### config.mk
export PLATFORM = sky130hd
export DESIGN_NAME = mc_datapath
export DESIGN_NICKNAME = d
export VERILOG_FILES = /design/src/rtl/mc_datapath_pkg.sv /design/src/rtl/mc_datapath_regfile.sv /design/src/rtl/mc_datapath.sv
export SDC_FILE = /design/constraint.sdc
export NUM_CORES = 2
export LEC_CHECK = 0
export CORE_UTILIZATION = 50
export CTS_CLUSTER_SIZE = 20
export DETAILED_ROUTE_END_ITERATION = 16
export DONT_BUFFER_PORTS = 1
export PLACE_DENSITY_LB_ADDON = 0.1
export SLEW_MARGIN = 20
export SYNTH_ARGS = -nofsm -noshare
export SYNTH_HDL_FRONTEND = slang
export SYNTH_HIERARCHICAL = 1
export SYNTH_SLANG_ARGS = --single-unit
### constraint.sdc
create_clock -name clk -period 39.5 [get_ports clk]
set_input_delay 9.875 -clock clk [delete_from_list [all_inputs] [get_ports clk]]
set_output_delay 9.875 -clock clk [all_outputs]
set_load 0.005 [all_outputs]
### src/rtl/mc_datapath_pkg.sv
// Shared definitions for the multicycle ARM-subset datapath: control field
// encodings, ALU flag bit positions, register-file geometry and the
// immediate extender.
package mc_datapath_pkg;

  typedef enum logic [1:0] {
    ALU_ADD = 2'b00,
    ALU_SUB = 2'b01,
    ALU_AND = 2'b10,
    ALU_ORR = 2'b11
  } alu_ctrl_e;

  typedef enum logic [1:0] {
    RES_ALUOUT     = 2'b00,
    RES_DATA       = 2'b01,
    RES_ALURESULT  = 2'b10,
    RES_ALUOUT_ALT = 2'b11
  } result_src_e;

  typedef enum logic [1:0] {
    SRCB_REG      = 2'b00,
    SRCB_IMM      = 2'b01,
    SRCB_FOUR     = 2'b10,
    SRCB_FOUR_ALT = 2'b11
  } alu_src_b_e;

  typedef enum logic [1:0] {
    IMM_ZEXT8      = 2'b00,
    IMM_ZEXT12     = 2'b01,
    IMM_BRANCH     = 2'b10,
    IMM_BRANCH_ALT = 2'b11
  } imm_src_e;

  // Bit positions inside the {N,Z,C,V} flag vector.
  localparam int FLAG_N = 3;
  localparam int FLAG_Z = 2;
  localparam int FLAG_C = 1;
  localparam int FLAG_V = 0;

  // R0..R14 are stored; address 15 is the PC alias and has no storage.
  localparam int         NUM_REGS = 15;
  localparam logic [3:0] REG_PC   = 4'd15;

  // Immediate extender: data-processing immediates are zero-extended,
  // branch offsets are sign-extended word offsets.
  function automatic logic [31:0] extend_imm(input logic [23:0] imm,
                                             input logic [1:0]  src);
    case (src)
      IMM_ZEXT8:  extend_imm = {24'b0, imm[7:0]};
      IMM_ZEXT12: extend_imm = {20'b0, imm[11:0]};
      default:    extend_imm = {{6{imm[23]}}, imm, 2'b00};
    endcase
  endfunction

endpackage

### src/rtl/mc_datapath_regfile.sv
// mc_regfile: 15 x 32 register file for R0..R14.
//   clk_i, reset_i     : clock, asynchronous active-high reset
//   we_i, wa_i, wd_i   : synchronous write port (writes to address 15 dropped)
//   ra1_i/rd1_o        : combinational read port 1
//   ra2_i/rd2_o        : combinational read port 2
//   r15_i              : value returned for reads of address 15
// A read of the register being written in the same cycle sees the old value.
module mc_regfile
  import mc_datapath_pkg::*;
(
  input  logic        clk_i,
  input  logic        reset_i,
  input  logic        we_i,
  input  logic [3:0]  wa_i,
  input  logic [31:0] wd_i,
  input  logic [3:0]  ra1_i,
  input  logic [3:0]  ra2_i,
  input  logic [31:0] r15_i,
  output logic [31:0] rd1_o,
  output logic [31:0] rd2_o
);

  logic [31:0] regs_q [NUM_REGS];

  // NOTE: the array is cleared on reset because the architecture promises
  // R0..R14 = 0; without that requirement leaving storage unreset is cheaper.
  always_ff @(posedge clk_i or posedge reset_i) begin
    if (reset_i) begin
      for (int i = 0; i < NUM_REGS; i++) regs_q[i] <= '0;
    end else if (we_i && (wa_i != REG_PC)) begin
      // NOTE: non-blocking so every reader this cycle still sees the old value.
      regs_q[wa_i] <= wd_i;
    end
  end

  assign rd1_o = (ra1_i == REG_PC) ? r15_i : regs_q[ra1_i];
  assign rd2_o = (ra2_i == REG_PC) ? r15_i : regs_q[ra2_i];

endmodule

### src/rtl/mc_datapath.sv
// mc_datapath: multicycle ARM-subset datapath (PC, IR, Data, register file,
// A/B operand registers, ALU, ALUOut) between the controller and a single
// shared instruction/data memory.
//   clk, reset            : clock, asynchronous active-high reset
//   PCWrite/IRWrite       : load enables for PC (from Result) and IR (from ReadData)
//   RegWrite              : write Result into register Instr[15:12]
//   MemWrite              : forwarded unchanged to MemWE
//   AdrSrc, RegSrc        : memory address and register read-address selects
//   ALUSrcA, ALUSrcB      : ALU operand selects
//   ResultSrc, ImmSrc     : Result mux select, immediate format
//   ALUControl            : ADD/SUB/AND/ORR
//   ReadData              : memory read data (combinational w.r.t. Adr)
//   Adr, WriteData, MemWE : memory interface
//   Instr, ALUFlags       : IR contents and live {N,Z,C,V} to the controller
module mc_datapath
  import mc_datapath_pkg::*;
#(
  parameter logic [31:0] PC_RESET = 32'h0000_0000
) (
  input  logic        clk,
  input  logic        reset,
  input  logic        PCWrite,
  input  logic        MemWrite,
  input  logic        RegWrite,
  input  logic        IRWrite,
  input  logic        AdrSrc,
  input  logic [1:0]  RegSrc,
  input  logic        ALUSrcA,
  input  logic [1:0]  ALUSrcB,
  input  logic [1:0]  ResultSrc,
  input  logic [1:0]  ImmSrc,
  input  logic [1:0]  ALUControl,
  input  logic [31:0] ReadData,
  output logic [31:0] Adr,
  output logic [31:0] WriteData,
  output logic        MemWE,
  output logic [31:0] Instr,
  output logic [3:0]  ALUFlags
);

  logic [31:0] pc_q, pc_d;
  logic [31:0] ir_q, ir_d;
  logic [31:0] data_q, a_q, b_q, aluout_q;

  logic [3:0]  ra1, ra2;
  logic [31:0] rd1, rd2;
  logic [31:0] ext_imm, src_a, src_b, alu_result, result;

  // ---------------------------------------------------------------- state
  assign pc_d = PCWrite ? result   : pc_q;
  assign ir_d = IRWrite ? ReadData : ir_q;

  always_ff @(posedge clk or posedge reset) begin
    if (reset) begin
      pc_q     <= PC_RESET;
      ir_q     <= '0;
      data_q   <= '0;
      a_q      <= '0;
      b_q      <= '0;
      aluout_q <= '0;
    end else begin
      pc_q     <= pc_d;
      ir_q     <= ir_d;
      data_q   <= ReadData;
      a_q      <= rd1;
      b_q      <= rd2;
      aluout_q <= alu_result;
    end
  end

  // ---------------------------------------------------------- register file
  assign ra1 = RegSrc[0] ? REG_PC     : ir_q[19:16];
  assign ra2 = RegSrc[1] ? ir_q[15:12] : ir_q[3:0];

  // R15 reads return the live Result, which in a fetch/decode sequence is PC+4
  // (or PC+8 one cycle later) without a separate PC+8 adder.
  mc_regfile u_regfile (
    .clk_i   (clk),
    .reset_i (reset),
    .we_i    (RegWrite),
    .wa_i    (ir_q[15:12]),
    .wd_i    (result),
    .ra1_i   (ra1),
    .ra2_i   (ra2),
    .r15_i   (result),
    .rd1_o   (rd1),
    .rd2_o   (rd2)
  );

  // ------------------------------------------------------------ operands
  assign ext_imm = extend_imm(ir_q[23:0], ImmSrc);
  assign src_a   = ALUSrcA ? pc_q : a_q;

  always_comb begin
    // NOTE: default first so no path through the case can infer a latch.
    src_b = 32'd4;
    case (ALUSrcB)
      SRCB_REG: src_b = b_q;
      SRCB_IMM: src_b = ext_imm;
      default:  src_b = 32'd4;
    endcase
  end

  // ------------------------------------------------------------------ ALU
  logic [31:0] b_op;
  logic [32:0] sum;
  logic        carry, overflow;

  always_comb begin
    // Subtraction is a + ~b + 1, so one adder serves both ADD and SUB. With
    // the inverted operand, the ADD overflow rule also yields the SUB rule.
    b_op       = (ALUControl == ALU_SUB) ? ~src_b : src_b;
    sum        = {1'b0, src_a} + {1'b0, b_op} + {32'b0, (ALUControl == ALU_SUB)};
    alu_result = sum[31:0];
    carry      = 1'b0;
    overflow   = 1'b0;
    case (ALUControl)
      ALU_ADD, ALU_SUB: begin
        alu_result = sum[31:0];
        carry      = sum[32];
        overflow   = (src_a[31] == b_op[31]) && (sum[31] != src_a[31]);
      end
      ALU_AND: alu_result = src_a & src_b;
      default: alu_result = src_a | src_b;
    endcase
  end

  always_comb begin
    ALUFlags         = '0;
    ALUFlags[FLAG_N] = alu_result[31];
    ALUFlags[FLAG_Z] = (alu_result == 32'd0);
    ALUFlags[FLAG_C] = carry;
    ALUFlags[FLAG_V] = overflow;
  end

  // --------------------------------------------------------- result / memory
  always_comb begin
    result = aluout_q;
    case (ResultSrc)
      RES_DATA:      result = data_q;
      RES_ALURESULT: result = alu_result;
      default:       result = aluout_q;
    endcase
  end

  assign Adr       = AdrSrc ? result : pc_q;
  assign WriteData = b_q;
  assign MemWE     = MemWrite;
  assign Instr     = ir_q;

endmodule

# Word-level counts from Yosys, hierarchy flattened
# Index checks and enable logic that the tools add are counted.
# classes
addsub	2
n_lt_le_gt_ge	4
eq_ne	11
muxes	22
bitwise	6
reduce_logical	8
# op_table
operator	n
480-bit bitwise mux	1
32-bit 2-to-1 mux	10
32-bit binary-select mux with 4-bit select	2
32-bit one-hot mux with 2 select lines	4
32-bit demux with 4-bit select	1
32-bit by 32-bit adder with 33-bit output	1
33-bit by 1-bit adder with 33-bit output	1
32-bit AND	1
32-bit logical NOT	1
32-bit NOT	1
32-bit OR	1
5-bit greater-or-equal comparator (second input constant)	3
4-bit NOT with 5-bit output	3
2-bit by 1-bit == test with 1-bit output (second input constant)	4
4-bit == test (second input constant)	2
4-bit 2-to-1 mux	2
2-bit logical NOT	3
5-bit by 1-bit < comparator with 1-bit output (second input constant)	1
2-bit == test (second input constant)	2
4-bit != test (second input constant)	1
1-bit logical AND	3
1-bit 2-to-1 mux	2
2-bit OR reduction	1
1-bit == test	1
1-bit != test	1
# totals
ff_bits	672
input_bits	50
out_inout_bits	101
elab_cells	74

# Depth between registers and ports, before layout
# depth
depth_word	10
ltp_mapped	22
ltp_nobuf	20

# Cells and area by module
# The synthesis kept the hierarchy.
# modules_own_cells
module	n_inst	cells_per_inst	area_each_um2	seq_area_each_um2
mc_regfile	1	1792	26188.9	12011.5
mc_datapath	1	1010	10620.2	4804.6

# Least setup slack after synthesis
# Ideal clock, no wire load.
# synth_timing
kind	input to output
startpoint	input port ALUControl[1]
endpoint	output port ALUFlags[2]
arrival_ns	14.417
path_slack_ns	15.208
path_stages	17
path_buffers	4
cell_sequence	inv_1 > clkbuf_1 > buf_1 > clkbuf_1 > nand2_1 > clkbuf_1 > xnor2_1 > ha_1 > nand2b_1 > a21oi_1 > o32ai_1 > or4_1 > or4_1 > or4b_1 > and4bb_1 > nand4b_1 > nor4b_2
# synth_between
elab_chain_cells	6
elab_cells_between_ends	9
classes_between	add/sub: 2; eq/ne: 2; mux: 2; reduce/logical: 3
# synth_lines
element	line_no	source
from (decl)	mc_datapath.sv:32	input logic [1:0] ALUControl,
2-bit by 1-bit == test with 1-bit output	mc_datapath.sv:112, mc_datapath.sv:113, mc_datapath.sv:117	
32-bit 2-to-1 mux	mc_datapath.sv:112	b_op = (ALUControl == ALU_SUB) ? ~src_b : src_b;
32-bit by 32-bit adder with 33-bit output	mc_datapath.sv:113	sum = {1'b0, src_a} + {1'b0, b_op} + {32'b0, (ALUControl == ALU_SUB)};
33-bit by 1-bit adder with 33-bit output	mc_datapath.sv:113	
32-bit one-hot mux with 2 select lines *	mc_datapath.sv:117	case (ALUControl)
via alu_result[4]	mc_datapath.sv:47	logic [31:0] ext_imm, src_a, src_b, alu_result, result;
32-bit logical NOT *	mc_datapath.sv:131	ALUFlags[FLAG_Z] = (alu_result == 32'd0);
to (decl)	mc_datapath.sv:38	output logic [3:0] ALUFlags
# Mark *: on every way through the listed nets, which the timed path passes. The rest lies on a longest branch.

# Worst setup path in the final report
# Ends and elaborated chain as after synthesis.

==> impl_metrics.json <==
{
  "status": "complete, no violations",
  "fmax_mhz": 40.9,
  "ctsHoldBuffers": 0,
  "reg2regPathDepth": 16,
  "setup_viol": 0,
  "dpl.hpwl_mm": 70.7,
  "gp_congestion": 0.889,
  "cp_cell_sequence": "nor2b_1, and3_4, nor2_1, fa_1, nand2b_1, a21oi_1, o32ai_1, or4_1, or4_1, or4b_1, and4bb_1, nand4b_1, nor4b_2",
  "grt_pass1_wl_mm": 167,
  "synth_seq_cells": 672,
  "pwr-share-clk_pct": 23.9,
  "ys.flop_type": "dfrtp_1",
  "coreArea_um2": 73000,
  "antenna_left": 0,
  "synth_area_leaders": "dfrtp_1 46%, mux2_2 18%, mux4_2 12%, mux2i_1 2.8%, o21ai_0 1.4%",
  "crit_fanout": 57,
  "cts.repair.resized": 0,
  "detail_route.wl_per_cell_um": 30.4,
  "synth_cell_types": 80,
  "cts_tree": "yes",
  "die_area_um2": 74700,
  "drive_above_1_share_pct": 37.0,
  "ys_async_sr_fraction_pct": 100,
  "critPathRequiredTime_ns": 29.62,
  "cts_made_buffers": 75,
  "grt_max_degree": 116,
  "grt_usage_pct": 30.4,
  "drt_pass1_iterations": 7,
  "worst_path_largest_cell_delay_ns": 0.79,
  "maxCapViolations": 0,
  "comb_power_share_pct": 34.5,
  "clkSlewWorstSetupHoldPaths_ns": 0.06,
  "pwr-share-seq_pct": 41.6,
  "die_h_um": 273,
  "htree_levels": 3,
  "synth_edf_count": 0,
  "synth.mux.area_fraction_pct": 34.7,
  "relSlewSlack_pct": 29.5,
  "hp-class": "reg -> reg",
  "syn_to_final_growth_pct": 8.27,
  "period_needed_ns": 24.46,
  "powerDensity_nw_per_um2": 71.9,
  "fin_skew_ns": 0.0187,
  "synth_fa_ha_area_share_pct": 1.83,
  "syn_area_per_cell_um2": 13.1,
  "period_share_pct": 61.9,
  "cp-endpoint": "ALUFlags[2]",
  "clock-sinks": 672,
  "switchingPower_mw": 0.969,
  "p_leak_nw": 17.6,
  "yosys_warnings": 6,
  "rrSetupSlack_ns": 33.11,
  "setup_tns_ns": 0,
  "netlist_area_um2": 36800,
  "nNetsFinal": 2779,
  "grt_pass1_vias": 25200,
  "rows": 99,
  "startpoint": "ALUControl[1]",
  "drc": 0,
  "synth_compound_area_share_pct": 8.47,
  "hold_viol": 0,
  "synthesis.instances": 2802,
  "slowest_stage": "nor2b_1",
  "yosysSeqAreaShare_pct": 45.7,
  "synth_xor_area_share_pct": 0.999,
  "avgViaCountPerCell": 6.56,
  "routed-via-count": 24300,
  "holdWs_ns": 0.513,
  "vdd_drop_max_v": 0.0000386,
  "cpMostUsedCell": "or4_1",
  "start_util_pct": 50.5,
  "portBuffers": 0,
  "p_sw_share_pct": 33.8,
  "overflow": 0,
  "syn-num-nets": 2886,
  "die_w_um": 273,
  "cts_setup_buffers": 0,
  "crit_type": "in -> out",
  "drt_first_iter_violations": 2006,
  "wl_mm": 113,
  "crit_path_end_kind": "primary output",
  "internal_power_mw": 1.90,
  "hp-start": "u_regfile/regs_q[91]",
  "rsz0062_at_grt": "no",
  "synth-simple-area-share_pct": 4.44,
  "reg2reg_to": "WriteData[31]",
  "clk_latency_ns": 0.62,
  "worst_pin_slew_ns": 1.06,
  "synth_top_area_share_pct": 45.7,
  "grt_antenna_before_repair": 8,
  "startpoint_type": "primary input",
  "ios": 151,
  "slew_viol_final": 0,
  "cts-root-buf": "clkbuf_16",
  "cp.arrival_ns": 14.58,
  "yosysTopAreaCell": "dfrtp_1",
  "cts.path.max_buffers": 3,
  "synth_top_family_by_area": "multiplexers",
  "r2r-start": "Instr[1]",
  "fillers": 6058
}
## how the worst min path moves through the flow
stage / to / cells after the start
after floorplan: u_regfile/regs_q[376] / 1
final: u_regfile/regs_q[91] / 1
after detailed placement: u_regfile/regs_q[398] / 1
after CTS: u_regfile/regs_q[398] / 1
after global placement: u_regfile/regs_q[376] / 1
after global routing: u_regfile/regs_q[212] / 1
## flip-flops by register name, summed over array words and instances, names as in the netlist
register	count
u_regfile/regs_q	480
data_q	32
pc_q	32
WriteData	32
aluout_q	32
a_q	32
Instr	32
## worst max-delay path: cells and delay by family
kind,cells,cell delay (ns)
AO/OA/AOI/OAI,2,0.53
AND/OR/NAND/NOR,10,3.74
adder cells (fa/ha/maj),1,0.40
## power groups by stage
| stage | clock network (mW) | logic [mW] | registers [mW] |
|---|---|---|---|
| finish | 0.684 | 0.989 | 1.19 |
| floorplan | 0 | 0.773 | 1.11 |
| CTS | 0.699 | 0.985 | 1.18 |
| global placement | 0 | 0.959 | 1.17 |
| global route | 0.729 | 1.06 | 1.23 |
| detailed placement | 0 | 0.981 | 1.20 |
## cells in the mapped netlist, types with 6 or more instances
cell type	number
o21ai_0	103
inv_1	37
buf_1	18
mux2_1	17
or2_2	6
buf_4	22
nor3_1	11
ha_1	33
mux4_1	16
buf_6	14
mux2_2	595
nand2b_1	18
a211oi_1	30
a22oi_1	30
mux4_2	194
mux2i_1	104
dfrtp_1	672
o22ai_1	39
nor2_1	96
a221oi_1	8
or3_1	8
xnor2_1	37
a22o_1	13
buf_2	87
nand4_1	8
o211ai_1	27
a2bb2oi_1	13
and3_1	6
nand3_1	15
maj3_1	23
a21oi_1	84
o21ai_1	12
a211o_1	26
a21o_1	27
nand2_1	107
o221ai_1	11
o21a_1	8
clkbuf_1	113
nor2b_1	27
## layout make-up
type / count / area [µm²] / share of cell area [%]
multi-input combinational: 1836 / 18700 / 47.0
antenna: 2 / 5.00 / 0.0126
clock buffer: 113 / 2230 / 5.60
inverter: 37 / 154 / 0.386
sequential: 672 / 16800 / 42.2
clock inverter: 19 / 158 / 0.396
timing repair buffer: 73 / 568 / 1.43
tap: 959 / 1200 / 3.01
## kinds of logic (layout without fill, tap and decap cells)
group,after synthesis,count (layout)
other cells,0,2
buf+inv,294,242
xor+xnor,42,42
mux,930,930
flops,672,672
fa+ha+maj,58,58
compound gates,470,470
simple gates,336,336
## routing by layer
layer,vias to the layer above,routed length (µm),part of all wire (%),GRT usage (%)
met5,-,0,0,0
met4,0,3420,3.0,9.82
met3,196,8640,7.7,7.18
met2,895,52100,46,47.3
met1,12900,48600,43,42.1
li1,10400,-,-,-
## placed cells by master, fill, tap and decap left out, drive strengths merged, types with 15 or more instances in the layout
cell / n
inv: 41
nor2b: 28
nor2: 96
mux2i: 104
maj3: 24
a211oi: 30
nand3: 15
buf: 73
nand2b: 18
ha: 33
o22ai: 39
a211o: 26
mux2: 616
a21o: 27
a21oi: 85
o21ai: 115
o211ai: 27
clkbuf: 113
nand2: 107
xnor2: 37
dfrtp: 672
a22oi: 30
mux4: 210
## stage by stage
step                      cell area [µm²]  cells  setup slack, ns  power [mW]  util (%)
after CTS                           39800   3708            15.02        2.87      54.6
after detailed placement            37400   3576            15.04        2.18      51.3
final                               39900   3711            15.04        2.87      54.6
after floorplan                     36800   2802            15.21        1.88         -
after global routing                39800   3709            14.76        3.02      54.6
after global placement              37400   3576            15.08        2.13      51.3
Power figures use the tool's default switching activity.
